`config.mk`:
```
export PLATFORM = sky130hd
export DESIGN_NAME = quad_sched
export DESIGN_NICKNAME = d
export VERILOG_FILES = /design/src/rtl/quad_pkg.sv /design/src/rtl/quad_core.sv /design/src/rtl/quad_sched.sv
export SDC_FILE = /design/constraint.sdc
export NUM_CORES = 1
export LEC_CHECK = 0
export CAP_MARGIN = 10
export CORE_UTILIZATION = 58
export DETAILED_ROUTE_END_ITERATION = 8
export PLACE_DENSITY = 0.81
export RECOVER_POWER = 25
export SLEW_MARGIN = 10
export SYNTH_ARGS = -nofsm -noshare
export SYNTH_HDL_FRONTEND = slang
export SYNTH_HIERARCHICAL = 1
export SYNTH_SLANG_ARGS = --single-unit
```
`constraint.sdc`:
```
create_clock -name clk -period 8.4 [get_ports clk]
set_input_delay 1.68 -clock clk [delete_from_list [all_inputs] [get_ports clk]]
set_output_delay 1.68 -clock clk [all_outputs]
set_load 0.02 [all_outputs]
```
`src/rtl/quad_pkg.sv`:
```
// Shared widths and pipeline-stage types for the quad_sched sum-of-squares scheduler.
// Operands are unsigned 2.12, squares 4.24, results 5.24.
package quad_pkg;

   localparam int OP_W  = 14;
   localparam int SQ_W  = 28;
   localparam int RES_W = 29;
   localparam int ID_W  = 3;   // wide enough for the largest requester count (8)

   typedef struct packed {
      logic                valid;
      logic [ID_W-1:0]     id;
      logic [2*SQ_W-1:0]   data;   // {a^2, b^2}
   } sq_stage_t;

   typedef struct packed {
      logic                valid;
      logic [ID_W-1:0]     id;
      logic [RES_W-1:0]    data;   // a^2 + b^2, already truncated
   } sum_stage_t;

   // Keeps the top (2 + fwl) bits of a 2.12 operand.
   function automatic logic [OP_W-1:0] op_mask(input int fwl);
      return ~((OP_W'(1) << (12 - fwl)) - OP_W'(1));
   endfunction

   // Keeps the top (5 + fwl) bits of a 5.24 result.
   function automatic logic [RES_W-1:0] res_mask(input int fwl);
      return ~((RES_W'(1) << (24 - fwl)) - RES_W'(1));
   endfunction

endpackage

```
`src/rtl/quad_core.sv`:
```
// Two-stage truncating sum-of-squares pipeline with a valid/id side-band.
// Never stalls: the issuer guarantees every stage-2 result has somewhere to go.
import quad_pkg::*;

module quad_core #(
   parameter int FWL_A = 10,
   parameter int FWL_B = 9,
   parameter int FWL_C = 13
) (
   input  logic             clk,
   input  logic             rstn,
   input  logic             in_valid_i,
   input  logic [ID_W-1:0]  in_id_i,
   input  logic [OP_W-1:0]  in_a_i,
   input  logic [OP_W-1:0]  in_b_i,
   output logic             s1_valid_o,
   output sum_stage_t       s2_o
);

   localparam logic [OP_W-1:0]  MASK_A = op_mask(FWL_A);
   localparam logic [OP_W-1:0]  MASK_B = op_mask(FWL_B);
   localparam logic [RES_W-1:0] MASK_C = res_mask(FWL_C);

   sq_stage_t        s1_q, s1_d;
   sum_stage_t       s2_q, s2_d;
   logic [OP_W-1:0]  a_t, b_t;
   logic [RES_W-1:0] sum;

   always_comb begin
      a_t        = in_a_i & MASK_A;
      b_t        = in_b_i & MASK_B;
      s1_d.valid = in_valid_i;
      s1_d.id    = in_id_i;
      s1_d.data  = {SQ_W'(a_t) * SQ_W'(a_t), SQ_W'(b_t) * SQ_W'(b_t)};

      // Each square is below 16, so the 29-bit sum cannot overflow.
      sum        = RES_W'(s1_q.data[2*SQ_W-1:SQ_W]) + RES_W'(s1_q.data[SQ_W-1:0]);
      s2_d.valid = s1_q.valid;
      s2_d.id    = s1_q.id;
      s2_d.data  = sum & MASK_C;
   end

   // Only the valid bits need clearing; data is qualified by them.
   always_ff @(posedge clk) begin
      s1_q <= s1_d;
      s2_q <= s2_d;
      if (!rstn) begin
         s1_q.valid <= 1'b0;
         s2_q.valid <= 1'b0;
      end
   end

   assign s1_valid_o = s1_q.valid;
   assign s2_o       = s2_q;

endmodule

```
`src/rtl/quad_sched.sv`:
```
// Round-robin scheduler sharing one sum-of-squares pipeline between NREQ requesters,
// with a credit-guarded result FIFO. Define QUAD_SCHED_STATS_EN for issue/stall counters.
import quad_pkg::*;

module quad_sched #(
   parameter int NREQ   = 4,
   parameter int FWL_A  = 10,
   parameter int FWL_B  = 9,
   parameter int FWL_C  = 13,
   parameter int RDEPTH = 4
) (
   input  logic                          clk,
   input  logic                          rstn,
   input  logic [NREQ-1:0]               req_valid,
   output logic [NREQ-1:0]               req_ready,
   input  logic [NREQ-1:0][OP_W-1:0]     req_a,
   input  logic [NREQ-1:0][OP_W-1:0]     req_b,
   output logic                          rsp_valid,
   input  logic                          rsp_ready,
   output logic [$clog2(NREQ)-1:0]       rsp_id,
   output logic [RES_W-1:0]              rsp_c
`ifdef QUAD_SCHED_STATS_EN
   ,
   output logic [31:0]                   stat_issued,
   output logic [31:0]                   stat_stall
`endif
);

   localparam int IDW = $clog2(NREQ);
   localparam int CW  = IDW + 1;
   localparam int PW  = $clog2(RDEPTH);
   localparam int OW  = PW + 2;
   localparam int EW  = IDW + RES_W;

   logic [IDW-1:0]  rr_q, rr_d;
   logic [PW:0]     count_q, count_d;
   logic [PW-1:0]   wr_q, rd_q;
   logic [EW-1:0]   mem_q [RDEPTH];
   logic [EW-1:0]   head;

   logic            s1_valid;
   sum_stage_t      s2;
   logic [OW-1:0]   occ;
   logic            issue_ok, gnt_found, grant, push, pop;
   logic [IDW-1:0]  gnt_idx;
   logic [CW-1:0]   cand;
   logic            unused_id;

   // Round-robin search starting at rr_q, wrapping modulo NREQ.
   always_comb begin
      gnt_found = 1'b0;
      gnt_idx   = '0;
      cand      = '0;
      for (int k = 0; k < NREQ; k++) begin
         cand = {1'b0, rr_q} + CW'(k);
         if (cand >= CW'(NREQ)) cand = cand - CW'(NREQ);
         if (!gnt_found && req_valid[cand[IDW-1:0]]) begin
            gnt_found = 1'b1;
            gnt_idx   = cand[IDW-1:0];
         end
      end
      rr_d = (gnt_idx == IDW'(NREQ - 1)) ? '0 : gnt_idx + IDW'(1);
   end

   // Every issued operand already owns a FIFO slot, so stage 2 never has to wait.
   assign occ      = OW'(count_q) + OW'(s1_valid) + OW'(s2.valid);
   assign issue_ok = occ < OW'(RDEPTH);
   assign grant    = rstn & issue_ok & gnt_found;

   generate
      for (genvar gi = 0; gi < NREQ; gi++) begin : g_ready
         assign req_ready[gi] = grant & (gnt_idx == IDW'(gi));
      end
   endgenerate

   quad_core #(
      .FWL_A (FWL_A),
      .FWL_B (FWL_B),
      .FWL_C (FWL_C)
   ) u_core (
      .clk        (clk),
      .rstn       (rstn),
      .in_valid_i (grant),
      .in_id_i    (ID_W'(gnt_idx)),
      .in_a_i     (req_a[gnt_idx]),
      .in_b_i     (req_b[gnt_idx]),
      .s1_valid_o (s1_valid),
      .s2_o       (s2)
   );

   // The shared id field is sized for NREQ=8; narrower configurations ignore the top bits.
   assign unused_id = ^s2.id;

   assign push    = s2.valid;
   assign pop     = rsp_valid & rsp_ready;
   assign count_d = count_q + (PW+1)'(push) - (PW+1)'(pop);

   assign head      = mem_q[rd_q];
   assign rsp_valid = rstn & (count_q != '0);
   assign rsp_id    = rsp_valid ? head[EW-1:RES_W] : '0;
   assign rsp_c     = rsp_valid ? head[RES_W-1:0] : '0;

   always_ff @(posedge clk) begin
      if (push) mem_q[wr_q] <= {s2.id[IDW-1:0], s2.data};
   end

   always_ff @(posedge clk) begin
      if (!rstn) begin
         count_q <= '0;
         wr_q    <= '0;
         rd_q    <= '0;
         rr_q    <= '0;
      end else begin
         count_q <= count_d;
         if (push)  wr_q <= wr_q + PW'(1);
         if (pop)   rd_q <= rd_q + PW'(1);
         if (grant) rr_q <= rr_d;
      end
   end

`ifdef QUAD_SCHED_STATS_EN
   logic [31:0] issued_q, stall_q;

   always_ff @(posedge clk) begin
      if (!rstn) begin
         issued_q <= '0;
         stall_q  <= '0;
      end else begin
         if (grant && issued_q != '1) issued_q <= issued_q + 32'd1;
         if ((|req_valid) && !grant && stall_q != '1) stall_q <= stall_q + 32'd1;
      end
   end

   assign stat_issued = issued_q;
   assign stat_stall  = stall_q;
`endif

endmodule

```
Word-level counts from Yosys, hierarchy flattened
Memories as Yosys holds them, arrays and structs flattened. A register that Yosys moved wholly into a read port is not among the register bits.
Index checks and enable logic that the tools add are counted.
{"block": "totals", "register_bits": 79, "mem_bits_rw": 80, "input_bits": 119, "output_inout_bits": 36, "elab_cells": 88, "mem_count": 1}
{"block": "classes", "addsub": 15, "multipliers": 2, "order_cmp": 10, "eq_ne": 3, "n_mux": 31, "bitwise_logic": 8, "reduce_logical": 8}
{"memory": "mem_q", "depth": 4, "width": 20, "rd": 1, "rd_ports_with_merged_regs": 1, "write_ports": 1, "line": "quad_sched.sv:38", "rtl": "logic [EW-1:0] mem_q [RDEPTH];"}
{"cell": "14-bit binary-select mux with 2-bit select", "n": 2}
{"cell": "28-bit by 28-bit adder with 29-bit output", "n": 1}
{"cell": "29-bit 2-to-1 mux", "n": 1}
{"cell": "14-bit 2-to-1 mux", "n": 2}
{"cell": "12-bit by 12-bit multiplier with 24-bit output", "n": 1}
{"cell": "2-bit 2-to-1 mux", "n": 12}
{"cell": "11-bit by 11-bit multiplier with 22-bit output", "n": 1}
{"cell": "2-bit by 3-bit less-than comparator with 1-bit output, second input constant", "n": 5}
{"cell": "1-bit 2-to-1 mux", "n": 10}
{"cell": "3-bit >= comparator, second input constant", "n": 3}
{"cell": "1-bit bitwise AND", "n": 8}
{"cell": "1-bit binary-select mux with 2-bit select", "n": 4}
{"cell": "2-bit by 1-bit subtractor with 2-bit output, second input constant", "n": 4}
{"cell": "2-bit by 1-bit adder with 2-bit output, second input constant", "n": 3}
{"cell": "2-bit by 2-bit adder with 3-bit output, second input constant", "n": 2}
{"cell": "3-bit by 1-bit adder with 4-bit output", "n": 1}
{"cell": "4-bit by 1-bit adder with 4-bit output", "n": 1}
{"cell": "2-bit == test, second input constant", "n": 2}
{"cell": "4-bit by 3-bit less-than comparator with 1-bit output, second input constant", "n": 1}
{"cell": "2-bit by 1-bit adder with 3-bit output, second input constant", "n": 1}
{"cell": "3-bit by 1-bit adder with 3-bit output", "n": 1}
{"cell": "2-bit by 3-bit >= comparator with 1-bit output, second input constant", "n": 1}
{"cell": "1-bit logical AND", "n": 3}
{"cell": "1-bit zero test", "n": 3}
{"cell": "other kinds (4)", "n": 4}

Longest topological paths before layout
{"block": "depth", "depth_word": 17, "ltp_mapped": 31, "mapped_depth_nobuf": 26}

By module
Netlist, hierarchy kept.
{"module": "quad_core", "n_inst": 1, "cells_per_inst": 1088, "area_per_inst_um2": 9908.3, "seq_area_each_um2": 1381.3}
{"module": "quad_sched", "n_inst": 1, "cells_per_inst": 369, "area_per_inst_um2": 6244.7, "seq_area_each_um2": 3943.8}

Worst setup path before layout
OpenSTA, ideal clock, no wires.
{"block": "synth_timing", "kind": "in2reg", "start": "in req_valid[2]", "end": "reg u_core/s1_q[54] in the netlist's numbering", "setup_ns": 0.058, "arrival_ns": 7.800, "required_time_ns": 8.342, "path_slack_ns": 0.541, "path_stages": 27, "n_path_buf": 5, "path_cell_list": "nor2b_1 a21o_1 a211o_1 clkbuf_2 buf_6 buf_6 mux2i_1 mux2i_1 clkbuf_1 inv_1 nor2_1 fa_1 fa_1 fa_1 fa_1 inv_1 fa_1 inv_1 ha_1 buf_6 a21o_1 a21o_1 a2111oi_2 o31a_1 o31ai_2 nor4b_2 a211o_1"}
{"element": "start: declaration", "line": "quad_sched.sv:14", "rtl": "input logic [NREQ-1:0] req_valid,"}
{"element": "end: declaration", "line": "quad_core.sv:24", "rtl": "sq_stage_t s1_q, s1_d;"}

==> metrics.yaml <==
status: "completed"
antenna_found_initial: 0
via_per_inst: 5.34
clock-sinks: 202
io_pins: 155
h-tree-depth: 1
dp_hpwl_um: 24100
synth_area_per_cell_sq_um: 11.1
hold_start: "u_core/s1_q[57]$_DFF_P_"
grt_pass1_wl_um: 53200
ant_nets: 0
fmaxAchievable_mhz: 126
core_sq_um: 27000
grt_use_total_pct: 23.4
crit_start: "req_valid[1]"
reg2reg_slack_ps: 1880
crit_fanout: 31
path_cells: "clkdlybuf4s50_1 > nand2b_1 > a21oi_1 > a211o_2 > buf_12 > mux2i_1 > mux2i_1 > buf_4 > nand2_1 > fa_1 > inv_1 > fa_1 > fa_1 > fa_1 > inv_1 > fa_1 > inv_1 > ha_1 > and3_1 > and2_1 > o21ai_0 > o31ai_2 > nor4b_2 > a211o_1"
hold_path_end: "u_core/s2_o[30]$_DFF_P_"
grt_max_degree: 34
fin_ws_ps: 460
min_period_ps: 7940
worstPathRequired_ps: 8770
r2r_start: "rr_q[0]$_SDFFE_PN0P_"
die-area_sq_um: 28200
cap_violations: 0
grt_use_met1_pct: 28.4
firstDrtPassIters: 5
netlist_instances: 1439
setup_violations: 0
clk_latency_ps: 480
ff2ff_path_depth: 23
place_ws_ps: -104
vias: 10500
cts.path.max_buffers: 3
drv_slew: 0
nets: 2012
skew_ps: 7.88
crit_type: "input pin to flip-flop"
layout-drive-gt1-share_pct: 9.55
worst_pin_slew_ps: 953
place.port_buffers: 134
maxSlewHeadroom_pct: 36.5
grt-ovfl-total: 0
end_kind: "flip-flop"
met3_usage_pct: 2.00
cts_buffers: 20
cp_slowest_cell: "fa_1"
holdPathStages: 0
final_cell_mix: "268 x inv_1, 147 x fa_1, 137 x ha_1"
critPathArrivalTime_ps: 8310
start_kind: "input pin"
crit_family: "adder cells"
antennaDiodeCount: 0
finalCritPeriodShare_pct: 94.5
fin_util_pct: 69.3
clk_pin_slew_worst_paths_ps: 70
fp-row-count: 60
wire_per_inst_um: 16.0
path_buf_inv: 6
cts_tree: "yes"
cp_slowest_stage_delay_ps: 560
drt_iter0_drc: 520
gp_congestion: 0.870
layout_commonest_cell: "inv_1"
gr-max-usage-layer: "met2"
rsz0062_at_grt: "false"
grtUsageMet2_pct: 44.6
start_util_pct: 59.2
hp-class: "flip-flop to flip-flop"
synth_warnings: 6
area_growth_pct: 17.1
grt_pass1_vias: 11300
drt-total-wl_um: 31500
fillers: 1960
synthesis.area_sq_um: 16000
drc: 0
dieWidth_um: 168
crit_top_cell: "fa_1"
r2r-end: "u_core/s1_q[54]$_DFF_P_"
post_cts_buffers: 0
die_y_um: 168
finalHoldViolations: 0
ctsRootBufferMaster: "clkbuf_16"
[repair_timing]
| item | CTS | global route |
|---|---|---|
| resized for setup | 0 | 3 |
| hold buffers | 0 | 0 |
| setup endpoints to repair | 0 | 2 |
[how the worst max path moves through the flow]
stage                                         end  slack [ps]  cells past startpoint
final                     u_core/s1_q[54]$_DFF_P_         460                     24
after global routing      u_core/s1_q[27]$_DFF_P_          40                     27
after CTS                 u_core/s1_q[25]$_DFF_P_         370                     27
after detailed placement  u_core/s1_q[25]$_DFF_P_        -100                     27
after global placement    u_core/s1_q[27]$_DFF_P_           8                     27
after floorplan           u_core/s1_q[54]$_DFF_P_         570                     27
[layout make-up]
| class | count | area (sq um) | area share, % |
|---|---|---|---|
| clock buffer | 28 | 582 | 3.11 |
| sequential | 202 | 5290 | 28.3 |
| multi-input combinational | 916 | 9400 | 50.3 |
| tap | 341 | 427 | 2.28 |
| clock inverter | 8 | 104 | 0.556 |
| inverter | 269 | 1010 | 5.40 |
| timing repair buffer | 200 | 1870 | 10.0 |
[metal layers]
| layer | wire length, um | part of all wire [%] |
|---|---|---|
| met5 | 0 | 0 |
| met1 | 13000 | 41 |
| met2 | 16900 | 54 |
| met4 | 631 | 2.0 |
| met3 | 965 | 3.1 |
[registers in the layout, indices dropped and copies added, names as in the netlist, named ones only]
signal and flops:
rd_q 2, u_core/s1_q 45, count_q 3, mem_q 124
u_core/s2_o 21, rr_q 2, u_core/s1_valid_o 1, wr_q 2
[through the flow]
stage                     hold slack [ps]  setup TNS [ps]  area (sq um)  cells
after floorplan                       310               0         16000   1449
after global placement                311               0         18000   1928
after detailed placement              314            -273         18000   1928
after CTS                             331               0         18700   1964
after global routing                  347               0         18700   1964
final                                 328               0         18700   1964
Power is left out: the tool's default activity adds up to more than one toggle a clock period on the data nets, which glitch-free logic cannot reach.
